File: src/rtl/ahb_arb_pkg.sv
// Shared types and AHB-lite encodings for the AHB master arbiter.
package ahb_arb_pkg;

  typedef enum logic [1:0] {
    IDLE = 2'd0,
    ADDR = 2'd1,
    DATA = 2'd2
  } ahb_arb_state_t;

  localparam logic [1:0] HTRANS_IDLE   = 2'b00;
  localparam logic [1:0] HTRANS_NONSEQ = 2'b10;
  localparam logic [2:0] HBURST_SINGLE = 3'b000;
  localparam logic [2:0] HSIZE_BYTE    = 3'b000;
  localparam logic [1:0] HRESP_OKAY    = 2'b00;

endpackage

File: src/rtl/ahb_master_arbiter_if.sv
// AHB-lite master port signal bundle; master drives the address/data phase, slave responds.
interface ahb_master_arbiter_if #(
  parameter int unsigned ADDR_W = 32,
  parameter int unsigned DATA_W = 16
) ();

  logic [ADDR_W-1:0] haddr;
  logic [DATA_W-1:0] hwdata;
  logic [1:0]        htrans;
  logic [2:0]        hburst;
  logic [2:0]        hsize;
  logic              hwrite;
  logic              hsel;
  logic              hready;
  logic [DATA_W-1:0] hrdata;
  logic [1:0]        hresp;

  modport master (
    output haddr, hwdata, htrans, hburst, hsize, hwrite, hsel,
    input  hready, hrdata, hresp
  );

  modport slave (
    input  haddr, hwdata, htrans, hburst, hsize, hwrite, hsel,
    output hready, hrdata, hresp
  );

endinterface

File: src/rtl/ahb_rr_arbiter.sv
// Round-robin pick: first set request searching upward from ptr_q+1, wrapping.
module ahb_rr_arbiter #(
  parameter int unsigned NUM_REQ = 4,
  parameter int unsigned IdxW    = 2
) (
  input  logic               clk_i,
  input  logic               rst_i,
  input  logic [NUM_REQ-1:0] req_i,
  input  logic               grant_en_i,
  output logic               any_o,
  output logic [IdxW-1:0]    win_o
);

  logic [IdxW-1:0] ptr_q;
  logic [IdxW-1:0] cand;

  always_comb begin
    any_o = 1'b0;
    win_o = '0;
    cand  = '0;
    for (int unsigned k = 1; k <= NUM_REQ; k++) begin
      cand = IdxW'((32'(ptr_q) + k) % NUM_REQ);
      if (!any_o && req_i[cand]) begin
        any_o = 1'b1;
        win_o = cand;
      end
    end
  end

  // Reset to the last slot so requester 0 has top priority first.
  always_ff @(posedge clk_i) begin
    if (rst_i) begin
      ptr_q <= IdxW'(NUM_REQ - 1);
    end else if (grant_en_i) begin
      ptr_q <= win_o;
    end
  end

endmodule

File: src/rtl/ahb_master_arbiter.sv
// Shares one AHB-lite master port among NUM_REQ requesters, single non-pipelined transfers.
// Define AHB_ARB_TIMEOUT_EN to abort transfers stalled for TIMEOUT_CYCLES wait states.
module ahb_master_arbiter
  import ahb_arb_pkg::*;
#(
  parameter int unsigned NUM_REQ        = 4,
  parameter int unsigned ADDR_W         = 32,
  parameter int unsigned DATA_W         = 16,
  parameter int unsigned TIMEOUT_CYCLES = 16
) (
  input  logic                  hclk,
  input  logic                  hreset,
  input  logic [NUM_REQ-1:0]    req,
  input  logic [NUM_REQ-1:0]    req_write,
  input  logic [NUM_REQ*ADDR_W-1:0] req_addr,
  input  logic [NUM_REQ*DATA_W-1:0] req_wdata,
  output logic [NUM_REQ-1:0]    gnt,
  output logic [NUM_REQ-1:0]    done,
  output logic                  err,
  output logic [DATA_W-1:0]     rdata,
  ahb_master_arbiter_if.master  ahb
);

  localparam int unsigned IdxW = (NUM_REQ > 1) ? $clog2(NUM_REQ) : 1;

  if (NUM_REQ < 2 || NUM_REQ > 8) begin : g_num_req_check
    $error("NUM_REQ must be in 2..8");
  end
  if (TIMEOUT_CYCLES < 1) begin : g_timeout_check
    $error("TIMEOUT_CYCLES must be nonzero");
  end

  ahb_arb_state_t    state_q, state_d;
  logic [IdxW-1:0]   owner_q, owner_d;
  logic [ADDR_W-1:0] haddr_q, haddr_d;
  logic [DATA_W-1:0] wdata_q, wdata_d;
  logic [DATA_W-1:0] hwdata_q, hwdata_d;
  logic [1:0]        htrans_q, htrans_d;
  logic              hwrite_q, hwrite_d;
  logic              hsel_q, hsel_d;
  logic [NUM_REQ-1:0] gnt_q, gnt_d;
  logic [NUM_REQ-1:0] done_q, done_d;
  logic              err_q, err_d;
  logic [DATA_W-1:0] rdata_q, rdata_d;

  logic              any_req;
  logic [IdxW-1:0]   win;
  logic              grant_en;

  ahb_rr_arbiter #(
    .NUM_REQ (NUM_REQ),
    .IdxW    (IdxW)
  ) u_rr (
    .clk_i      (hclk),
    .rst_i      (hreset),
    .req_i      (req),
    .grant_en_i (grant_en),
    .any_o      (any_req),
    .win_o      (win)
  );

`ifdef AHB_ARB_TIMEOUT_EN
  localparam int unsigned CntW = $clog2(TIMEOUT_CYCLES + 1);
  logic [CntW-1:0] cnt_q, cnt_d;
  logic            stall;
  logic            timeout;

  assign stall   = (state_q != IDLE) && !ahb.hready;
  assign timeout = stall && (cnt_q == CntW'(TIMEOUT_CYCLES - 1));
  // Any state change (normal progress or timeout) restarts the count.
  assign cnt_d   = (stall && !timeout) ? cnt_q + 1'b1 : '0;
`endif

  always_comb begin
    state_d  = state_q;
    owner_d  = owner_q;
    haddr_d  = haddr_q;
    wdata_d  = wdata_q;
    hwdata_d = hwdata_q;
    htrans_d = htrans_q;
    hwrite_d = hwrite_q;
    hsel_d   = hsel_q;
    gnt_d    = '0;
    done_d   = '0;
    err_d    = err_q;
    rdata_d  = rdata_q;
    grant_en = 1'b0;

    unique case (state_q)
      IDLE: begin
        // The cycle carrying done is the mandatory bus-idle gap.
        if (any_req && !(|done_q)) begin
          grant_en     = 1'b1;
          owner_d      = win;
          haddr_d      = req_addr[win*ADDR_W +: ADDR_W];
          wdata_d      = req_wdata[win*DATA_W +: DATA_W];
          hwrite_d     = req_write[win];
          htrans_d     = HTRANS_NONSEQ;
          hsel_d       = 1'b1;
          gnt_d[win]   = 1'b1;
          state_d      = ADDR;
        end
      end
      ADDR: begin
        if (ahb.hready) begin
          htrans_d = HTRANS_IDLE;
          hsel_d   = 1'b0;
          if (hwrite_q) hwdata_d = wdata_q;
          state_d  = DATA;
        end
      end
      DATA: begin
        if (ahb.hready) begin
          if (!hwrite_q) rdata_d = ahb.hrdata;
          err_d           = (ahb.hresp != HRESP_OKAY);
          done_d[owner_q] = 1'b1;
          state_d         = IDLE;
        end
      end
      default: state_d = IDLE;
    endcase

`ifdef AHB_ARB_TIMEOUT_EN
    if (timeout) begin
      done_d[owner_q] = 1'b1;
      err_d           = 1'b1;
      htrans_d        = HTRANS_IDLE;
      hsel_d          = 1'b0;
      state_d         = IDLE;
    end
`endif
  end

  always_ff @(posedge hclk) begin
    if (hreset) begin
      state_q  <= IDLE;
      owner_q  <= '0;
      haddr_q  <= '0;
      wdata_q  <= '0;
      hwdata_q <= '0;
      htrans_q <= HTRANS_IDLE;
      hwrite_q <= 1'b0;
      hsel_q   <= 1'b0;
      gnt_q    <= '0;
      done_q   <= '0;
      err_q    <= 1'b0;
      rdata_q  <= '0;
`ifdef AHB_ARB_TIMEOUT_EN
      cnt_q    <= '0;
`endif
    end else begin
      state_q  <= state_d;
      owner_q  <= owner_d;
      haddr_q  <= haddr_d;
      wdata_q  <= wdata_d;
      hwdata_q <= hwdata_d;
      htrans_q <= htrans_d;
      hwrite_q <= hwrite_d;
      hsel_q   <= hsel_d;
      gnt_q    <= gnt_d;
      done_q   <= done_d;
      err_q    <= err_d;
      rdata_q  <= rdata_d;
`ifdef AHB_ARB_TIMEOUT_EN
      cnt_q    <= cnt_d;
`endif
    end
  end

  assign ahb.haddr  = haddr_q;
  assign ahb.hwdata = hwdata_q;
  assign ahb.htrans = htrans_q;
  assign ahb.hburst = HBURST_SINGLE;
  assign ahb.hsize  = HSIZE_BYTE;
  assign ahb.hwrite = hwrite_q;
  assign ahb.hsel   = hsel_q;
  assign gnt        = gnt_q;
  assign done       = done_q;
  assign err        = err_q;
  assign rdata      = rdata_q;

endmodule

File: src/flat_wrapper.sv
// flat-port wrapper written by rule: the top's interface ports become plain ports
module ahb_master_arbiter_flat import ahb_arb_pkg::*;
#(
  parameter int unsigned NUM_REQ        = 4,
  parameter int unsigned ADDR_W         = 32,
  parameter int unsigned DATA_W         = 16,
  parameter int unsigned TIMEOUT_CYCLES = 16
)
  (hclk, hreset, req, req_write, req_addr, req_wdata, gnt, done, err, rdata, ahb_haddr, ahb_hwdata, ahb_htrans, ahb_hburst, ahb_hsize, ahb_hwrite, ahb_hsel, ahb_hready, ahb_hrdata, ahb_hresp);
  ahb_master_arbiter_if #(.ADDR_W(ADDR_W), .DATA_W(DATA_W)) ahb_i ();
  input  logic hclk;
  input  logic hreset;
  input  logic [NUM_REQ-1:0] req;
  input  logic [NUM_REQ-1:0] req_write;
  input  logic [NUM_REQ*ADDR_W-1:0] req_addr;
  input  logic [NUM_REQ*DATA_W-1:0] req_wdata;
  output logic [NUM_REQ-1:0] gnt;
  output logic [NUM_REQ-1:0] done;
  output logic err;
  output logic [DATA_W-1:0] rdata;
  output wire logic [$bits(ahb_i.haddr)-1:0] ahb_haddr;
  output wire logic [$bits(ahb_i.hwdata)-1:0] ahb_hwdata;
  output wire logic [$bits(ahb_i.htrans)-1:0] ahb_htrans;
  output wire logic [$bits(ahb_i.hburst)-1:0] ahb_hburst;
  output wire logic [$bits(ahb_i.hsize)-1:0] ahb_hsize;
  output wire logic [$bits(ahb_i.hwrite)-1:0] ahb_hwrite;
  output wire logic [$bits(ahb_i.hsel)-1:0] ahb_hsel;
  input wire logic [$bits(ahb_i.hready)-1:0] ahb_hready;
  input wire logic [$bits(ahb_i.hrdata)-1:0] ahb_hrdata;
  input wire logic [$bits(ahb_i.hresp)-1:0] ahb_hresp;
  assign ahb_haddr = ahb_i.haddr;
  assign ahb_hwdata = ahb_i.hwdata;
  assign ahb_htrans = ahb_i.htrans;
  assign ahb_hburst = ahb_i.hburst;
  assign ahb_hsize = ahb_i.hsize;
  assign ahb_hwrite = ahb_i.hwrite;
  assign ahb_hsel = ahb_i.hsel;
  assign ahb_i.hready = ahb_hready;
  assign ahb_i.hrdata = ahb_hrdata;
  assign ahb_i.hresp = ahb_hresp;
  ahb_master_arbiter #(.NUM_REQ(NUM_REQ), .ADDR_W(ADDR_W), .DATA_W(DATA_W), .TIMEOUT_CYCLES(TIMEOUT_CYCLES)) u_core (.hclk(hclk), .hreset(hreset), .req(req), .req_write(req_write), .req_addr(req_addr), .req_wdata(req_wdata), .gnt(gnt), .done(done), .err(err), .rdata(rdata), .ahb(ahb_i));
endmodule
File: config.mk
export PLATFORM = sky130hd
export DESIGN_NAME = ahb_master_arbiter_flat
export DESIGN_NICKNAME = d
export VERILOG_FILES = /design/src/rtl/ahb_arb_pkg.sv /design/src/rtl/ahb_master_arbiter_if.sv /design/src/rtl/ahb_rr_arbiter.sv /design/src/rtl/ahb_master_arbiter.sv /design/src/flat_wrapper.sv
export SDC_FILE = /design/constraint.sdc
export NUM_CORES = 1
export LEC_CHECK = 0
export ABC_CLOCK_PERIOD_IN_PS = 7600
export BUFFER_PORTS_ARGS = -buffer_cell sky130_fd_sc_hd__buf_4
export CORE_AREA = 2 2 117 119
export CTS_CLUSTER_DIAMETER = 80
export DETAILED_ROUTE_END_ITERATION = 6
export DIE_AREA = 0 0 119 121
export MAX_ROUTING_LAYER = met4
export PLACE_DENSITY = 0.85
export RECOVER_POWER = 50
export SYNTH_ARGS = -nofsm -noshare
export SYNTH_HDL_FRONTEND = slang
export SYNTH_SLANG_ARGS = --single-unit
export TNS_END_PERCENT = 50
File: constraint.sdc
create_clock -name hclk -period 7.6 [get_ports hclk]
set_clock_uncertainty 0.15 [all_clocks]
set_input_delay 2.28 -clock hclk [delete_from_list [all_inputs] [get_ports hclk]]
set_output_delay 2.28 -clock hclk [all_outputs]
set_load 0.02 [all_outputs]
==> reports/qor_table.md, run 1 <==
| Result | Reported | Unit |
| --- | --- | --- |
| Tmin final | 5360 | ps |
| Pins over their slew limit | 69 | - |
| End of the worst register-to-register path | u_core.ahb.haddr[24]$_SDFFE_PP0P_ | - |
| Post-Synthesis Cells | 595 | - |
| Maximum vdd ir drop | 0.0000966 | V |
| Antenna violations before repair | 0 | - |
| Nets@finish | 1058 | - |
| Max-slew headroom | -1.14 | - |
| Worst setup path class | in2reg | - |
| Post-Synthesis Cell Area | 5130 | um2 |
| CTS HTree Levels | 3 | - |
| Critical path arrival | 5270 | ps |
| Share of cell area taken by muxes after synthesis | 0.0132 | - |
| Final critical-path share of the clock period | 0.705 | - |
| Total Routing Usage GR | 0.259 | - |
| Number of top-level pins | 304 | - |
| Effective utilization at floorplan | 0.392 | - |
| TritonCTS clock tree | done | - |
| Total clock sinks | 97 | - |
| Number of rows created at floorplan | 42 | - |
| Number of search-and-repair iterations in the first detailed-routing pass | 6 | - |
| Length in cells of the worst reg-to-reg path | 6 | - |
| Gpl congestion | 0.859 | - |
| Iter 0 DRT Violations | 471 | - |
| Number of nets with antenna violations after routing | 0 | - |
| Pin count of the biggest net entering global routing | 87 | - |
| Combinational family with the most area after synthesis | compound AO/OA/AOI/OAI gates | - |
| #FFs+latches synth | 97 | - |
| Number of clock buffers inserted by TritonCTS | 9 | - |
| Die outline height | 121 | um |
| Beginning of the critical path | hreset | - |
| Status | finished, violations left | - |
| Failing checks | capacitance limit, slew limit | - |
| Fraction of layout cells with a size suffix above 1 | 0.330 | - |
| Adder-cell share of the synthesized area | 0 | - |
| Wire length after detailed routing | 19100 | um |
| Synthesized-area fraction occupied by ao, oa, aoi and oai cells | 0.375 | - |
| Clock tree root buffer cell | clkbuf_16 | - |
| First-pass GRT wire length | 28400 | um |
| Average instance area after synthesis | 8.62 | um2 |
| Number of vias after detailed routing | 5772 | - |
| Timing-limited maximum frequency | 187 | MHz |
| Area growth from synthesis to layout | 41.4 | % |
| Register-to-Register Setup Slack | 4270 | ps |
| Post-synthesis share of cell area spent on xor and xnor gates | 0 | - |
| Data required time of the worst path | 7520 | ps |
| Sequential fraction of the synthesis area | 0.379 | - |
| Fraction of the mapped netlist area in simple logic gates | 0.145 | - |
| Startpoint type of the worst setup path | input port | - |
| I/O Buffers | 296 | - |
| Avg WL per Cell | 18.8 | um |
| Maximum clock path buffer count | 2 | - |
| Number of resized instances in the post-cts repair step | 0 | - |
| Number of global-route vias before repair | 5391 | - |
| Die Outline Area | 14400 | um2 |
| Half-perimeter wire length of the detailed placement result | 14000 | um |
| Number of distinct library cells after synthesis | 46 | - |
| Number of warning messages in the yosys log | 0 | - |
| Horizontal extent of the die | 119 | um |
| Power density relative to cell area | 218 | nW/um2 |
| Transition time at the pin with the least slew margin | 3210 | ps |
| Worst Setup Slack post-DPL | 2320 | ps |
| Final Hold Vio Count | 0 | - |
| Core Region | 13100 | um2 |
| Post-DR vias/cell | 5.67 | - |
| CP Max Fanout | 68 | - |
| Worst hold path class | reg2reg | - |
| Max Cap Viol | 1 | - |
| Clock-pin slew reported for the worst setup and hold paths after clock tree synthesis | 70 | ps |
| R2R Path Start | u_core.u_rr.ptr_q[0]$_SDFFE_PP1P_ | - |
| Number of standard cells in the final layout excluding fillers | 1018 | - |
| Setup repair after global routing missed its margin | no | - |
| Clock latency of the later-clocked register in the worst-skew pair | 340 | ps |
| Number of post-CTS setup repair buffers | 0 | - |
| Endpoint type of the worst setup path | register | - |
| Final setup violation count | 0 | - |
| Cell count after placement | 1002 | - |
| CP Capture Point | u_core.done[3]$_SDFF_PP0_ | - |
| Remaining Overflow, GRT | 0 | - |
| Number of hold buffers added after CTS | 0 | - |
| DR DRC count | 0 | - |
| Number of inserted diodes | 0 | - |
| Final TNS setup | 0 | ps |
| Final setup margin | 2240 | ps |
| Leak | 3.08 | nW |
## metal layers
layer  global-route usage  up-vias  wire length, um
met2                0.446      295             9500
met5                    -        -                0
li1                     -     2756                -
met1                0.299     2672             7840
met4                0.109        0              584
met3               0.0437       49             1210
## logic make-up (layout without fill, tap and decap cells)
| kind of cell | count (synthesis) | after routing |
|---|---|---|
| other | 1 | 7 |
| flip-flops | 97 | 97 |
| multiplexers | 6 | 6 |
| AND/OR/NAND/NOR | 171 | 171 |
| AO/OA/AOI/OAI | 239 | 239 |
| buffers and inverters | 81 | 322 |
## synth_stat cells (all sizes together)
master | number | area share
dfxtp | 97 | 0.38
nand2 | 80 | 0.059
nor2 | 67 | 0.049
a211oi | 50 | 0.095
a221oi | 49 | 0.084
clkbuf | 45 | 0.033
o311a | 44 | 0.086
a31oi | 43 | 0.052
a21oi | 42 | 0.042
buf | 34 | 0.053
mux2 | 6 | 0.013
o21ai | 4 | 0.0039
nor2b | 3 | 0.0051
nor3b | 3 | 0.0044
inv | 2 | 0.0015
nand2b | 2 | 0.0024
nor3 | 2 | 0.0051
nor4 | 2 | 0.0024
nor4b | 2 | 0.0034
or2 | 2 | 0.0024
or3b | 2 | 0.0034
a211o | 1 | 0.0017
a21o | 1 | 0.0015
a32o | 1 | 0.0020
and2 | 1 | 0.0012
conb | 1 | 0.00073
nand3 | 1 | 0.00098
nand3b | 1 | 0.0015
nand4 | 1 | 0.0012
nor4bb | 1 | 0.0020
o211a | 1 | 0.0020
o21a | 1 | 0.0015
o221a | 1 | 0.0022
o221ai | 1 | 0.0017
or4 | 1 | 0.0015
## worst min path at each step
| stage | startpoint | to | slack, ps | depth (start not counted) |
|---|---|---|---|---|
| floorplan | u_core.wdata_q[0]$_SDFFE_PP0P_ | u_core.ahb.hwdata[0]$_SDFFE_PP0P_ | 280 | 2 |
| global placement | u_core.wdata_q[1]$_SDFFE_PP0P_ | u_core.ahb.hwdata[1]$_SDFFE_PP0P_ | 290 | 2 |
| detailed placement | u_core.wdata_q[1]$_SDFFE_PP0P_ | u_core.ahb.hwdata[1]$_SDFFE_PP0P_ | 300 | 2 |
| CTS | u_core.wdata_q[1]$_SDFFE_PP0P_ | u_core.ahb.hwdata[1]$_SDFFE_PP0P_ | 310 | 2 |
| global route | u_core.wdata_q[1]$_SDFFE_PP0P_ | u_core.ahb.hwdata[1]$_SDFFE_PP0P_ | 310 | 2 |
| finish | u_core.ahb.hwdata[5]$_SDFFE_PP0P_ | u_core.ahb.hwdata[5]$_SDFFE_PP0P_ | 300 | 2 |
## per-stage QoR
stage	hold slack [ps]	power (W)	cell area, um2	util
after floorplan	282	0.000956	5150	-
after global placement	289	0.00115	7250	0.554
after detailed placement	296	0.00116	7250	0.554
after CTS	306	0.00162	7540	0.577
after global routing	313	0.00166	7250	0.554
final	303	0.00158	7250	0.554
## sequential cells by signal, indices dropped and copies added (netlist names)
| register | flops |
|---|---|
| u_core.wdata_q | 16 |
| u_core.ahb.htrans | 1 |
| u_core.ahb.hwrite | 1 |
| u_core.state_q | 2 |
| u_core.gnt | 4 |
| u_core.ahb.hwdata | 16 |
| u_core.err | 1 |
| u_core.owner_q | 2 |
| u_core.u_rr.ptr_q | 2 |
| u_core.ahb.haddr | 32 |
| u_core.done | 4 |
| u_core.rdata | 16 |
## worst max-delay path, stage by stage
cell	delay, ps
buf_4	350
clkbuf_1	2310
nor4bb_1	280
## power by group
group	switching, W	internal [W]
Sequential	0.0000368	0.000563
Clock	0.000200	0.000265
Combinational	0.000310	0.000209
Total	0.000546	0.00104
## area by class of cell
class,instances,area (um2)
clock inverters,4,51.3
well taps,176,220
flip-flops and latches,97,1940
inverters,2,7.51
fillers,1284,5830
repair buffers,304,1990
multi-input cells,423,2800
clock buffers,12,246
## cell usage in the layout, fill, tap and decap left out, types with 4 or more instances in the layout
| cell | instances |
|---|---|
| clkbuf_16 | 9 |
| a221oi_1 | 49 |
| a31oi_1 | 43 |
| dfxtp_1 | 97 |
| mux2_2 | 4 |
| o21ai_0 | 4 |
| a21oi_1 | 40 |
| nor2_1 | 67 |
| o311a_1 | 43 |
| nand2_1 | 80 |
| conb_1 | 7 |
| clkbuf_1 | 80 |
| buf_4 | 226 |
| a211oi_1 | 28 |
| a211oi_2 | 22 |
Note: power is estimated with default switching activity, not from simulation.
==> run 2: changes to the inputs <==
--- a/config.mk
+++ b/config.mk
@@ -5,14 +5,14 @@
 export SDC_FILE = /design/constraint.sdc
 export NUM_CORES = 1
 export LEC_CHECK = 0
-export ABC_CLOCK_PERIOD_IN_PS = 7600
+export ABC_CLOCK_PERIOD_IN_PS = 5000
 export BUFFER_PORTS_ARGS = -buffer_cell sky130_fd_sc_hd__buf_4
-export CORE_AREA = 2 2 117 119
+export CORE_AREA = 2 2 118 120
 export CTS_CLUSTER_DIAMETER = 80
 export DETAILED_ROUTE_END_ITERATION = 6
-export DIE_AREA = 0 0 119 121
+export DIE_AREA = 0 0 120 122
 export MAX_ROUTING_LAYER = met4
-export PLACE_DENSITY = 0.85
+export PLACE_DENSITY = 0.84
 export RECOVER_POWER = 50
 export SYNTH_ARGS = -nofsm -noshare
 export SYNTH_HDL_FRONTEND = slang
==> constraint.sdc (replaced) <==
create_clock -name hclk -period 5 [get_ports hclk]
set_clock_uncertainty 0.15 [all_clocks]
set_input_delay 1.5 -clock hclk [delete_from_list [all_inputs] [get_ports hclk]]
set_output_delay 1.5 -clock hclk [all_outputs]
set_load 0.02 [all_outputs]
==> reports/qor_table.md, run 2 (synthesized netlist as in run 1, its figures left out) <==
| Result | Reported | Unit | vs previous |
| --- | --- | --- | --- |
| Final critical-path share of the clock period | 0.745 | - |  |
| Destination of the worst hold path | u_core.ahb.hwdata[15]$_SDFFE_PP0P_ | - |  |
| Wire length after detailed routing | 19200 | um | +0.28% |
| Status | finished, violations left | - |  |
| Fraction of layout cells with a size suffix above 1 | 0.329 | - | -0.000782 |
| Startpoint type of the worst setup path | input port | - |  |
| Design internal power | 0.00157 | W | +51% |
| Number of hold buffers added after CTS | 0 | - | unchanged |
| Clock latency of the later-clocked register in the worst-skew pair | 340 | ps | about the same |
| End of the worst register-to-register path | u_core.wdata_q[9]$_SDFFE_PP0P_ | - |  |
| Failing checks | capacitance limit, slew limit | - |  |
| Worst path bufs/invs | 2 | - | unchanged |
| Worst Setup Slack post-DPL | 1090 | ps | -1230 ps |
| Iter 0 DRT Violations | 391 | - | -17% |
| Number of global-route vias before repair | 5422 | - | +0.58% |
| Die outline height | 122 | um | +0.83% |
| Max reg flops | 32 | - | unchanged |
| Maximum clock path buffer count | 2 | - | unchanged |
| Number of post-CTS setup repair buffers | 0 | - | unchanged |
| DR DRC count | 0 | - | unchanged |
| Count of cells along the worst hold path | 2 | - | unchanged |
| Number of inserted diodes | 0 | - | unchanged |
| Worst hold path class | reg2reg | - |  |
| Maximum vdd ir drop | 0.000189 | V | +96% |
| Antenna violations before repair | 0 | - | unchanged |
| Number of search-and-repair iterations in the first detailed-routing pass | 5 | - | -1 |
| Pin count of the biggest net entering global routing | 87 | - | unchanged |
| Max Cap Viol | 1 | - | unchanged |
| Area growth from synthesis to layout | 41.9 | % |  |
| I/O Buffers | 296 | - | unchanged |
| Number of vias after detailed routing | 5885 | - | +2.0% |
| Portion of total power attributed to the clock network | 0.285 | - | -0.009 |
| Longest individual stage delay on the worst path | 1520 | ps | -790 ps |
| Final Hold Vio Count | 0 | - | unchanged |
| Clock tree root buffer cell | clkbuf_16 | - |  |
| Leak | 3.09 | nW | +0.54% |
| R2R Path Start | u_core.u_rr.ptr_q[1]$_SDFFE_PP1P_ | - |  |
| Worst setup path class | in2reg | - |  |
| Die Outline Area | 14600 | um2 | +1.7% |
| Total clock sinks | 97 | - | unchanged |
| First-pass GRT wire length | 28800 | um | +1.2% |
| TritonCTS clock tree | done | - |  |
| Critical path's slowest cell | clkbuf_1 | - |  |
| Gpl congestion | 0.852 | - | -0.72% |
| Fraction of power consumed by sequential logic | 0.382 | - | +0.003 |
| Register-to-Register Setup Slack | 2310 | ps | -1960 ps |
| Core Region | 13500 | um2 | +3.2% |
| Number of resized instances in the post-cts repair step | 0 | - | unchanged |
| Number of top-level pins | 304 | - | unchanged |
| Power density relative to cell area | 328 | nW/um2 | +50% |
| Pins over their slew limit | 46 | - | -33% |
| Max-slew headroom | -0.458 | - | +0.684 |
| Data required time of the worst path | 5050 | ps | -2470 ps |
| Transition time at the pin with the least slew margin | 2190 | ps | -1030 ps |
| Overall power consumption | 0.00239 | W | +51% |
| Switching pwr | 0.000819 | W | +50% |
| Fraction of power spent switching nets | 0.343 | - | -0.00211 |
| Start point of the worst hold path | u_core.wdata_q[15]$_SDFFE_PP0P_ | - |  |
| Final TNS setup | 0 | ps | unchanged |
| Critical path arrival | 3780 | ps | -1490 ps |
| Tmin final | 3730 | ps |  |
| CP Max Fanout | 45 | - | -34% |
| Commonest non-fill, non-tap cells in the layout | buf_4 (229), dfxtp_1 (97), clkbuf_1 (81), nand2_1 (80), nor2_1 (67) | - |  |
| Number of nets with antenna violations after routing | 0 | - | unchanged |
| Utilization after layout | 0.539 | - | -0.0154 |
| Critical path, cell by cell | clkbuf_1, buf_4, a211oi_1 | - |  |
| Half-perimeter wire length of the detailed placement result | 13900 | um | -0.43% |
| Final setup violation count | 0 | - | unchanged |
| Clock-pin slew reported for the worst setup and hold paths after clock tree synthesis | 70 | ps | about the same |
| Total Routing Usage GR | 0.258 | - | -0.000453 |
| Nets@finish | 1060 | - | +0.19% |
| Combinational fraction of design power | 0.333 | - | +0.005 |
| Remaining Overflow, GRT | 0 | - | unchanged |
| Avg WL per Cell | 18.7 | um | -0.31% |
| Endpoint type of the worst setup path | register | - |  |
| Post-DR vias/cell | 5.75 | - | +1.4% |
| Commonest non-fill, non-tap cell in the layout | buf_4 | - |  |
| Effective utilization at floorplan | 0.380 | - | -0.0122 |
| Length in cells of the worst reg-to-reg path | 5 | - | -1 |
| Setup repair after global routing missed its margin | no | - |  |
| Timing-limited maximum frequency | 268 | MHz |  |
| CTS HTree Levels | 3 | - | unchanged |
| Final setup margin | 1270 | ps | -969 ps |
| Number of rows created at floorplan | 43 | - | +2.4% |
| Crit path max-delay family | buffers and inverters | - |  |
| Number of clock buffers inserted by TritonCTS | 9 | - | unchanged |
| Horizontal extent of the die | 120 | um | +0.84% |
==> run 2: cell count changes in the layout (fill, tap and decap cells not counted), sizes merged <==
cell,previous run,this run
clkinvlp,1,0
inv,3,2
buf,226,230
==> run 2: worst max path at each step <==
| stage | from | end | cells past startpoint |
|---|---|---|---|
| floorplan | req[3] | u_core.wdata_q[9]$_SDFFE_PP0P_ | 8 |
| global placement | req[3] | u_core.ahb.haddr[18]$_SDFFE_PP0P_ | 8 |
| detailed placement | req[3] | u_core.ahb.haddr[9]$_SDFFE_PP0P_ | 8 |
| CTS | req[3] | u_core.ahb.haddr[9]$_SDFFE_PP0P_ | 8 |
| global route | hreset | u_core.ahb.haddr[28]$_SDFFE_PP0P_ | 3 |
| finish | hreset | u_core.ahb.haddr[28]$_SDFFE_PP0P_ | 3 |
==> run 2: area by class of cell <==
type                            instances  area, um2
Fill cell                            1326       6230
Multi-Input combinational cell        423       2790
Timing Repair Buffer                  306       2020
Sequential cell                        97       1940
Clock buffer                           14        244
Tap cell                              180        225
Clock inverter                          2       38.8
Inverter                                2       7.51
==> run 2: power groups by stage <==
stage	sequential (W)	combinational, W	clock [W]
floorplan	0.000976	0.000477	0
CTS	0.000912	0.000838	0.000695
global route	0.000922	0.000857	0.000727
global placement	0.000926	0.000825	0
detailed placement	0.000927	0.000837	0
finish	0.000912	0.000795	0.000681
==> run 2: per-stage QoR <==
stage | instance area [um2] | instances | hold WS, ps
5_1_grt | 7280 | 1024 | 323
2_1_floorplan | 5150 | 601 | 282
6_report | 7280 | 1024 | 303
3_3_place_gp | 7280 | 1008 | 288
3_5_place_dp | 7280 | 1008 | 296
4_1_cts | 7560 | 1024 | 305
==> run 2: worst min-delay path: cells and delay by family (launching register included) <==
family           cells  cell delay, ps
flip-flops           1             310
AND/OR/NAND/NOR      1              50
AO/OA/AOI/OAI        1              50
==> run 2: routing by layer <==
layer	vias to the layer above	routed length [um]	track usage
li1	2763	-	-
met1	2730	7590	0.301
met2	338	9240	0.427
met3	54	1750	0.0585
met4	0	607	0.115
met5	-	0	-
